`config.mk`:
```
export PLATFORM = sky130hd
export DESIGN_NAME = pin_event_spi_reporter
export DESIGN_NICKNAME = d
export VERILOG_FILES = /design/src/rtl/pin_event_pkg.sv /design/src/rtl/spi_tx_shifter.sv /design/src/rtl/pin_event_spi_reporter.sv
export SDC_FILE = /design/constraint.sdc
export NUM_CORES = 1
export LEC_CHECK = 0
export ABC_AREA = 1
export BUFFER_PORTS_ARGS = -buffer_cell sky130_fd_sc_hd__buf_4
export CORE_ASPECT_RATIO = 0.7
export CORE_MARGIN = 2
export CORE_UTILIZATION = 41
export DETAILED_ROUTE_END_ITERATION = 10
export PLACE_DENSITY_LB_ADDON = 0.1
export SLEW_MARGIN = 20
export SYNTH_ARGS = -nofsm -noshare
export SYNTH_HDL_FRONTEND = slang
export SYNTH_SLANG_ARGS = --single-unit
```
`constraint.sdc`:
```
create_clock -name clk -period 1.9 [get_ports clk]
set_input_delay 0.38 -clock clk [delete_from_list [all_inputs] [get_ports clk]]
set_output_delay 0.38 -clock clk [all_outputs]
set_load 0.01 [all_outputs]
```
`src/rtl/pin_event_pkg.sv`:
```
// pin_event_pkg: shared widths and frame packing for pin_event_spi_reporter.
//   PIN_W_DEF   default monitored pin width
//   TS_W_DEF    default timestamp width (multiple of 8)
//   FRAME_W     bits per SPI frame (pin byte + timestamp)
//   build_frame packs {pins, ts bytes least-significant first}, each byte MSB-first
package pin_event_pkg;

  localparam int unsigned PIN_W_DEF = 8;
  localparam int unsigned TS_W_DEF  = 32;
  localparam int unsigned FRAME_W   = PIN_W_DEF + TS_W_DEF;
  localparam int unsigned TS_BYTES  = TS_W_DEF / 8;

  function automatic logic [FRAME_W-1:0] build_frame(input logic [PIN_W_DEF-1:0] pins,
                                                      input logic [TS_W_DEF-1:0]  ts);
    logic [FRAME_W-1:0] f;
    f = '0;
    f[FRAME_W-1 -: PIN_W_DEF] = pins;
    // Byte i of the timestamp lands in slot i counted from the top of the ts field.
    for (int unsigned i = 0; i < TS_BYTES; i++) begin
      f[TS_W_DEF-1-8*i -: 8] = ts[8*i +: 8];
    end
    return f;
  endfunction

endpackage

```
`src/rtl/spi_tx_shifter.sv`:
```
// spi_tx_shifter: slave-only SPI mode 0 transmitter for fixed-length frames.
//   clk      in   system clock
//   rst      in   asynchronous active-low reset
//   spi_clk  in   SPI clock from master, oversampled in the clk domain
//   frame    in   live frame; captured on the first rising edge of a transfer
//   miso     out  serial data, MSB first, changes after spi_clk falls
module spi_tx_shifter #(
  parameter int unsigned FRAME_W = 40
) (
  input  logic               clk,
  input  logic               rst,
  input  logic               spi_clk,
  input  logic [FRAME_W-1:0] frame,
  output logic               miso
);

  localparam int unsigned CNT_W = $clog2(FRAME_W);
  localparam logic [CNT_W-1:0] LastBit = CNT_W'(FRAME_W - 1);

  logic               spi_q;
  logic [CNT_W-1:0]   bit_cnt_q, bit_cnt_d;
  logic [FRAME_W-1:0] shift_q, shift_d;
  logic               rise, fall, idle;

  assign rise = spi_clk & ~spi_q;
  assign fall = ~spi_clk & spi_q;
  assign idle = (bit_cnt_q == '0);

  always_comb begin
    bit_cnt_d = bit_cnt_q;
    shift_d   = shift_q;
    if (rise) begin
      // Frame is frozen at transfer start so later events cannot tear it.
      if (idle) shift_d = frame;
      bit_cnt_d = (bit_cnt_q == LastBit) ? '0 : bit_cnt_q + CNT_W'(1);
    end else if (fall && !idle) begin
      shift_d = shift_q << 1;
    end
  end

  always_ff @(posedge clk or negedge rst) begin
    if (!rst) begin
      spi_q     <= 1'b0;
      bit_cnt_q <= '0;
      shift_q   <= '0;
    end else begin
      spi_q     <= spi_clk;
      bit_cnt_q <= bit_cnt_d;
      shift_q   <= shift_d;
    end
  end

  // While idle the master sees the newest event's first bit without waiting for a load.
  assign miso = idle ? frame[FRAME_W-1] : shift_q[FRAME_W-1];

endmodule

```
`src/rtl/pin_event_spi_reporter.sv`:
```
// pin_event_spi_reporter: timestamps changes on a pin port, reports the latest over SPI.
//   clk         in   system clock
//   rst         in   asynchronous active-low reset
//   spi_clk     in   SPI clock from master (mode 0, idles low)
//   mosi        in   SPI data from master, ignored
//   miso        out  SPI data to master: {pins, ts bytes LSB-byte first}
//   pin_values  in   monitored pins
// Build option: define PIN_SYNC_EN to pass pins through a 2-flop synchronizer; the
// recorded timestamp is then backdated by 2 to the cycle the pins were first sampled.
// PIN_W/TS_W must match the pin_event_pkg defaults, which size the frame packer.
import pin_event_pkg::*;

module pin_event_spi_reporter #(
  parameter int unsigned PIN_W = PIN_W_DEF,
  parameter int unsigned TS_W  = TS_W_DEF
) (
  input  logic             clk,
  input  logic             rst,
  input  logic             spi_clk,
  input  logic             mosi,
  output logic             miso,
  input  logic [PIN_W-1:0] pin_values
);

  logic [TS_W-1:0]    counter_q;
  logic [PIN_W-1:0]   pin_prev_q;
  logic [PIN_W-1:0]   event_pins_q;
  logic [TS_W-1:0]    event_ts_q;
  logic [PIN_W-1:0]   pins_s;
  logic [TS_W-1:0]    ts_s;
  logic [FRAME_W-1:0] frame;
  logic               unused_mosi;

  assign unused_mosi = mosi;

`ifdef PIN_SYNC_EN
  logic [PIN_W-1:0] sync1_q, sync2_q;

  always_ff @(posedge clk or negedge rst) begin
    if (!rst) begin
      sync1_q <= '0;
      sync2_q <= '0;
    end else begin
      sync1_q <= pin_values;
      sync2_q <= sync1_q;
    end
  end

  assign pins_s = sync2_q;
  assign ts_s   = counter_q - TS_W'(2);
`else
  assign pins_s = pin_values;
  assign ts_s   = counter_q;
`endif

  always_ff @(posedge clk or negedge rst) begin
    if (!rst) begin
      counter_q    <= '0;
      pin_prev_q   <= '0;
      event_pins_q <= '0;
      event_ts_q   <= '0;
    end else begin
      counter_q  <= counter_q + TS_W'(1);
      pin_prev_q <= pins_s;
      if (pins_s != pin_prev_q) begin
        event_pins_q <= pins_s;
        event_ts_q   <= ts_s;
      end
    end
  end

  assign frame = build_frame(event_pins_q, event_ts_q);

  spi_tx_shifter #(
    .FRAME_W (FRAME_W)
  ) u_spi_tx_shifter (
    .clk     (clk),
    .rst     (rst),
    .spi_clk (spi_clk),
    .frame   (frame),
    .miso    (miso)
  );

endmodule

```
## After elaboration in Yosys (flattened, before gate mapping)

Index checks and enable logic that the tools add are counted.

- Flip-flop bits (word level): 127
- Input bits: 12

- Add/sub/neg operators: 2
- Bitwise gates (word level): 4
- Equality and inequality tests: 3
- Multiplexer cells: 5
- Reduce and logical (&&, ||, !) cells: 5

Operators with widths:

| operator | number |
|---|---|
| $mux 40 | 3 |
| $add 32x1->32 const B | 1 |
| $ne 8x8->1 | 1 |
| $add 6x1->6 const B | 1 |
| $eq 6x6->1 const B | 1 |
| $logic_not 6->1 | 1 |
| $mux 6 | 1 |
| $and 1x1->1 | 2 |
| $ne 2x2->1 const B | 1 |
| $not 1->1 | 2 |
| $reduce_and 2->1 | 1 |
| $reduce_bool 2->1 | 1 |
| $logic_and 1x1->1 | 1 |
| $logic_not 1->1 | 1 |
| $mux 1 | 1 |

## Depth between registers and ports, before layout

- Word-level depth: 5
- Mapped depth: 9

## Hierarchy

Synthesis repeated with hierarchy kept, for this count alone.

- Cells, all modules: 775
- Area total of the unflattened synthesis: 6153.4 µm²

By module, submodules not included:

| module | sequential area each (µm²) | instances | area an instance (µm²) | cells each |
|---|---|---|---|---|
| pin_event_spi_reporter | 2001.9 | 1 | 3598.5 | 420 |
| spi_tx_shifter | 1176.1 | 1 | 2555.0 | 355 |

## Worst setup path after synthesis

Ideal clock, no wire load.

- Path type: register to output
- Start: register u_spi_tx_shifter.bit_cnt_q[0]
- End: output miso
- Path buffers: 0
- Stages on the path, launching flop included: 5
- Data required time: 1520 ps
- Arrival time: 1047 ps
- Path slack: 473 ps
- Cells stage by stage: dfrtp_1 inv_1 ha_1 nand3_2 o21ai_0

- Cells in the longest elaborated chain, start to end: 2

Ends and longest elaborated chain:

| what | RTL line | source |
|---|---|---|
| start: declaration | spi_tx_shifter.sv:21 | `logic [CNT_W-1:0] bit_cnt_q, bit_cnt_d;` |
| start signal: assignment | spi_tx_shifter.sv:48 | `bit_cnt_q <= bit_cnt_d;` |
| $logic_not 6->1 | spi_tx_shifter.sv:27 | `assign idle = (bit_cnt_q == '0);` |
| $mux 1 | spi_tx_shifter.sv:54 | `assign miso = idle ? frame[FRAME_W-1] : shift_q[FRAME_W-1];` |
| end: declaration | pin_event_spi_reporter.sv:21 | `output logic miso,` |

Every way passes these cells.

## Final worst setup path

- Start: register u_spi_tx_shifter.bit_cnt_q[5]
- End: output miso

The elaborated chain is that of the path after synthesis.

==> impl_metrics.ini <==
[layout]
layout.area.seq_sq_um = 3180
n_antenna_cell = 0
area_delta_synth_final_pct = 16.6
nFillCells = 1382
drive_gt1_share_pct = 9.42
multiInputGateArea_sq_um = 2550
nets = 798

[clock_network]
cts_tree = done
clk_path_buf_depth = 2
root_buffer = clkbuf_16
cts_buffers = 17
htree_num_levels = 4
insertion_delay_ps = 410
clkSlewWorstSetupHoldPaths_ps = 60
cts_sinks = 127

[synthesis]
synth_top_family_by_area = simple AND/OR/NAND/NOR gates
muxShareOfSynthArea_pct = 0
synth_edf_count = 0
synthAdderAreaFrac_pct = 0.628
synth_xor_area_share_pct = 3.52
ys_seq_elements = 127
yosys.area.top_type = dfrtp_1
synthTopCellsByArea = dfrtp_1 (53%), nand2_1 (27%), nand3_1 (4.3%)
synth-async-reset-ratio_pct = 100
yosysMostFrequentCell = nand2_1
ys_seq_area_share_pct = 53.2
synth.distinct_cells = 24
synthCells = 767
synth_nets = 782
synthFlopType = dfrtp_1
netlist_top_cells_count = nand2_1 (425), dfrtp_1 (127), nand3_1 (51), nor2_1 (48), inv_1 (27)
synth_compound_area_share_pct = 0.691
synth_area_sq_um = 5980
ys_warn_count = 0
synth.top_cell.area_share_pct = 53.2
yosys.area_share.simple_pct = 37.3
syn_area_per_cell_sq_um = 7.79

[die]
fp-row-count = 36
die_h_um = 105
core_region_area_sq_um = 14100
dieWidth_um = 148
num_io_pins = 13
initial_core_util_pct = 42.4
dieArea_sq_um = 15600

[critical_path]
crit_path_start_kind = flip-flop
crit_type = reg2out
slowest_stage = dfrtp_1
path_cells = nor2_1, nand3_4, o21ai_2, buf_4
crit_buf_inv = 1
path_depth = 4
crit_path_max_fanout = 5
reg2reg_depth = 8
cp.required_ps = 1520
arrival_ps = 1440
path_delay_family = flip-flops
ff2ff_setup_slack_ps = 190
cpPeakStageDelay_ps = 440
setup.worst_path.end_class = output port

[timing]
drv_slew = 0
worst_slew_pin_slew_ps = 481
clock_skew_ps = 11.1
hold_violations = 0
layout_min_cycle_time_ps = 1820
finalSetupViolCount = 0
period_share_pct = 95.9
setup_ws_ps = 78.8
relSlewSlack_pct = 67.9
fmaxAchievable_mhz = 549

[routing]
drc = 0
drtPass1Iterations = 5
wl_um = 13700
vias = 4790
post_drt_wl_per_cell_um = 13.9
drt-initial-drc-count = 308
antenna_left = 0
avgViaCountPerCell = 4.86

[min_path]
hold_class = in2reg
whs_path_depth = 1

[global_route]
grt_pass1_vias = 4676
grt_overflow = 0
globalRouteTotalUtil_pct = 19.1
grt_pass1_wl_um = 23700
grt_max_degree = 60
antenna_found_initial = 0

[place]
portBuffers = 11
place.gp.congestion = 0.812
dp_slack_ps = 240
dp_hpwl_um = 8880

[job]
cap_viol_max_count = 0

[power_and_ir_drop]
p_total_mw = 7.17
ir_drop_mv = 0.603
p_leak_nw = 3.67
pwr_density_cell_nw_per_um2 = 1030

[outcome]
run_status = finished clean
==> layout by cell type (no fill, tap or decap), drive strengths merged <==
| cell type | n |
|---|---|
| nand2 | 429 |
| dfrtp | 127 |
| nand3 | 53 |
| nor2 | 52 |
| inv | 30 |
| buf | 24 |
| clkbuf | 18 |
| xnor2 | 13 |
| nand3b | 11 |
| xor2 | 11 |
| clkinv | 7 |
| o21ai | 5 |
| nand4 | 4 |
| bufinv | 4 |
| ha | 3 |
| clkinvlp | 2 |
| nor3 | 1 |
| a21oi | 1 |
| dlygate4sd3 | 1 |
==> power by group <==
group          switching [mW]  internal, mW
Combinational           0.433         0.266
Clock                    1.23          2.23
Sequential              0.123          2.89
Total                    1.79          5.38
==> sequential cells by signal, indices dropped and copies added, names as in the netlist <==
name,cells
counter_q,32
event_pins_q,8
event_ts_q,32
pin_prev_q,8
u_spi_tx_shifter.bit_cnt_q,6
u_spi_tx_shifter.shift_q,40
u_spi_tx_shifter.spi_q,1
==> metal layers <==
layer | share of wire [%] | wire length [um] | GRT usage [%]
met1 | 52 | 7190 | 28.9
met2 | 43 | 5860 | 27.8
met3 | 4.0 | 554 | 3.41
met4 | 0.80 | 110 | 5.92
met5 | 0 | 0 | 0
==> cell type report <==
type	count	share of cell area [%]
clock buffer	18	6.30
multi-input combinational	583	36.6
sequential	127	45.6
tap	190	3.41
timing repair buffer	25	3.81
inverter	29	1.60
clock inverter	14	2.73
==> stage by stage <==
stage / setup TNS, ps / hold WS, ps / utilization [%] / cell area (sq um) / cells
after floorplan: 0 / 84.4 / - / 5980 / 767
after global placement: 0 / 275 / 44.5 / 6270 / 949
after detailed placement: 0 / 275 / 44.5 / 6270 / 949
after CTS: 0 / 81.3 / 49.1 / 6930 / 983
after global routing: -9.74 / 83.2 / 49.4 / 6970 / 986
final: 0 / 98.7 / 49.4 / 6970 / 986
==> worst paths after layout <==
kind	startpoint	endpoint
worst max-delay path	u_spi_tx_shifter.bit_cnt_q[5]$_DFFE_PN0P_	miso
worst min-delay path	pin_values[6]	pin_prev_q[6]$_DFF_PN0_
worst max register to register	u_spi_tx_shifter.bit_cnt_q[5]$_DFFE_PN0P_	u_spi_tx_shifter.shift_q[25]$_DFFE_PN0P_
worst min register to register	u_spi_tx_shifter.shift_q[20]$_DFFE_PN0P_	u_spi_tx_shifter.shift_q[20]$_DFFE_PN0P_
max in group asynchronous	rst	event_ts_q[13]$_DFFE_PN0P_
min in group asynchronous	rst	u_spi_tx_shifter.shift_q[39]$_DFFE_PN0P_
==> logic make-up after synthesis <==
| family | after synthesis |
|---|---|
| AO/OA/AOI/OAI | 6 |
| XOR/XNOR | 24 |
| adder cells (fa/ha/maj) | 3 |
| buffers and inverters | 57 |
| flip-flops | 127 |
| AND/OR/NAND/NOR | 550 |
==> worst register-to-register path, stage by stage, from the launching register on <==
cell and delay [ps]:
dfrtp_1 440, nor2_1 200, nand3_4 120, buf_4 160, nand2_1 90, o21ai_4 90
inv_4 340, nand2_1 140, nand2_1 80
==> repair_timing <==
| item | 4_1_cts | 5_1_grt |
|---|---|---|
| pin swaps | 1 | 1 |
| setup endpoints to repair | 1 | 1 |
| buffers inserted | 1 | 3 |
| resized for setup | 2 | 5 |
| endpoints found under the hold margin | 14 | 0 |
| hold buffers | 1 | 0 |
Note: power is estimated with default switching activity, not from simulation.
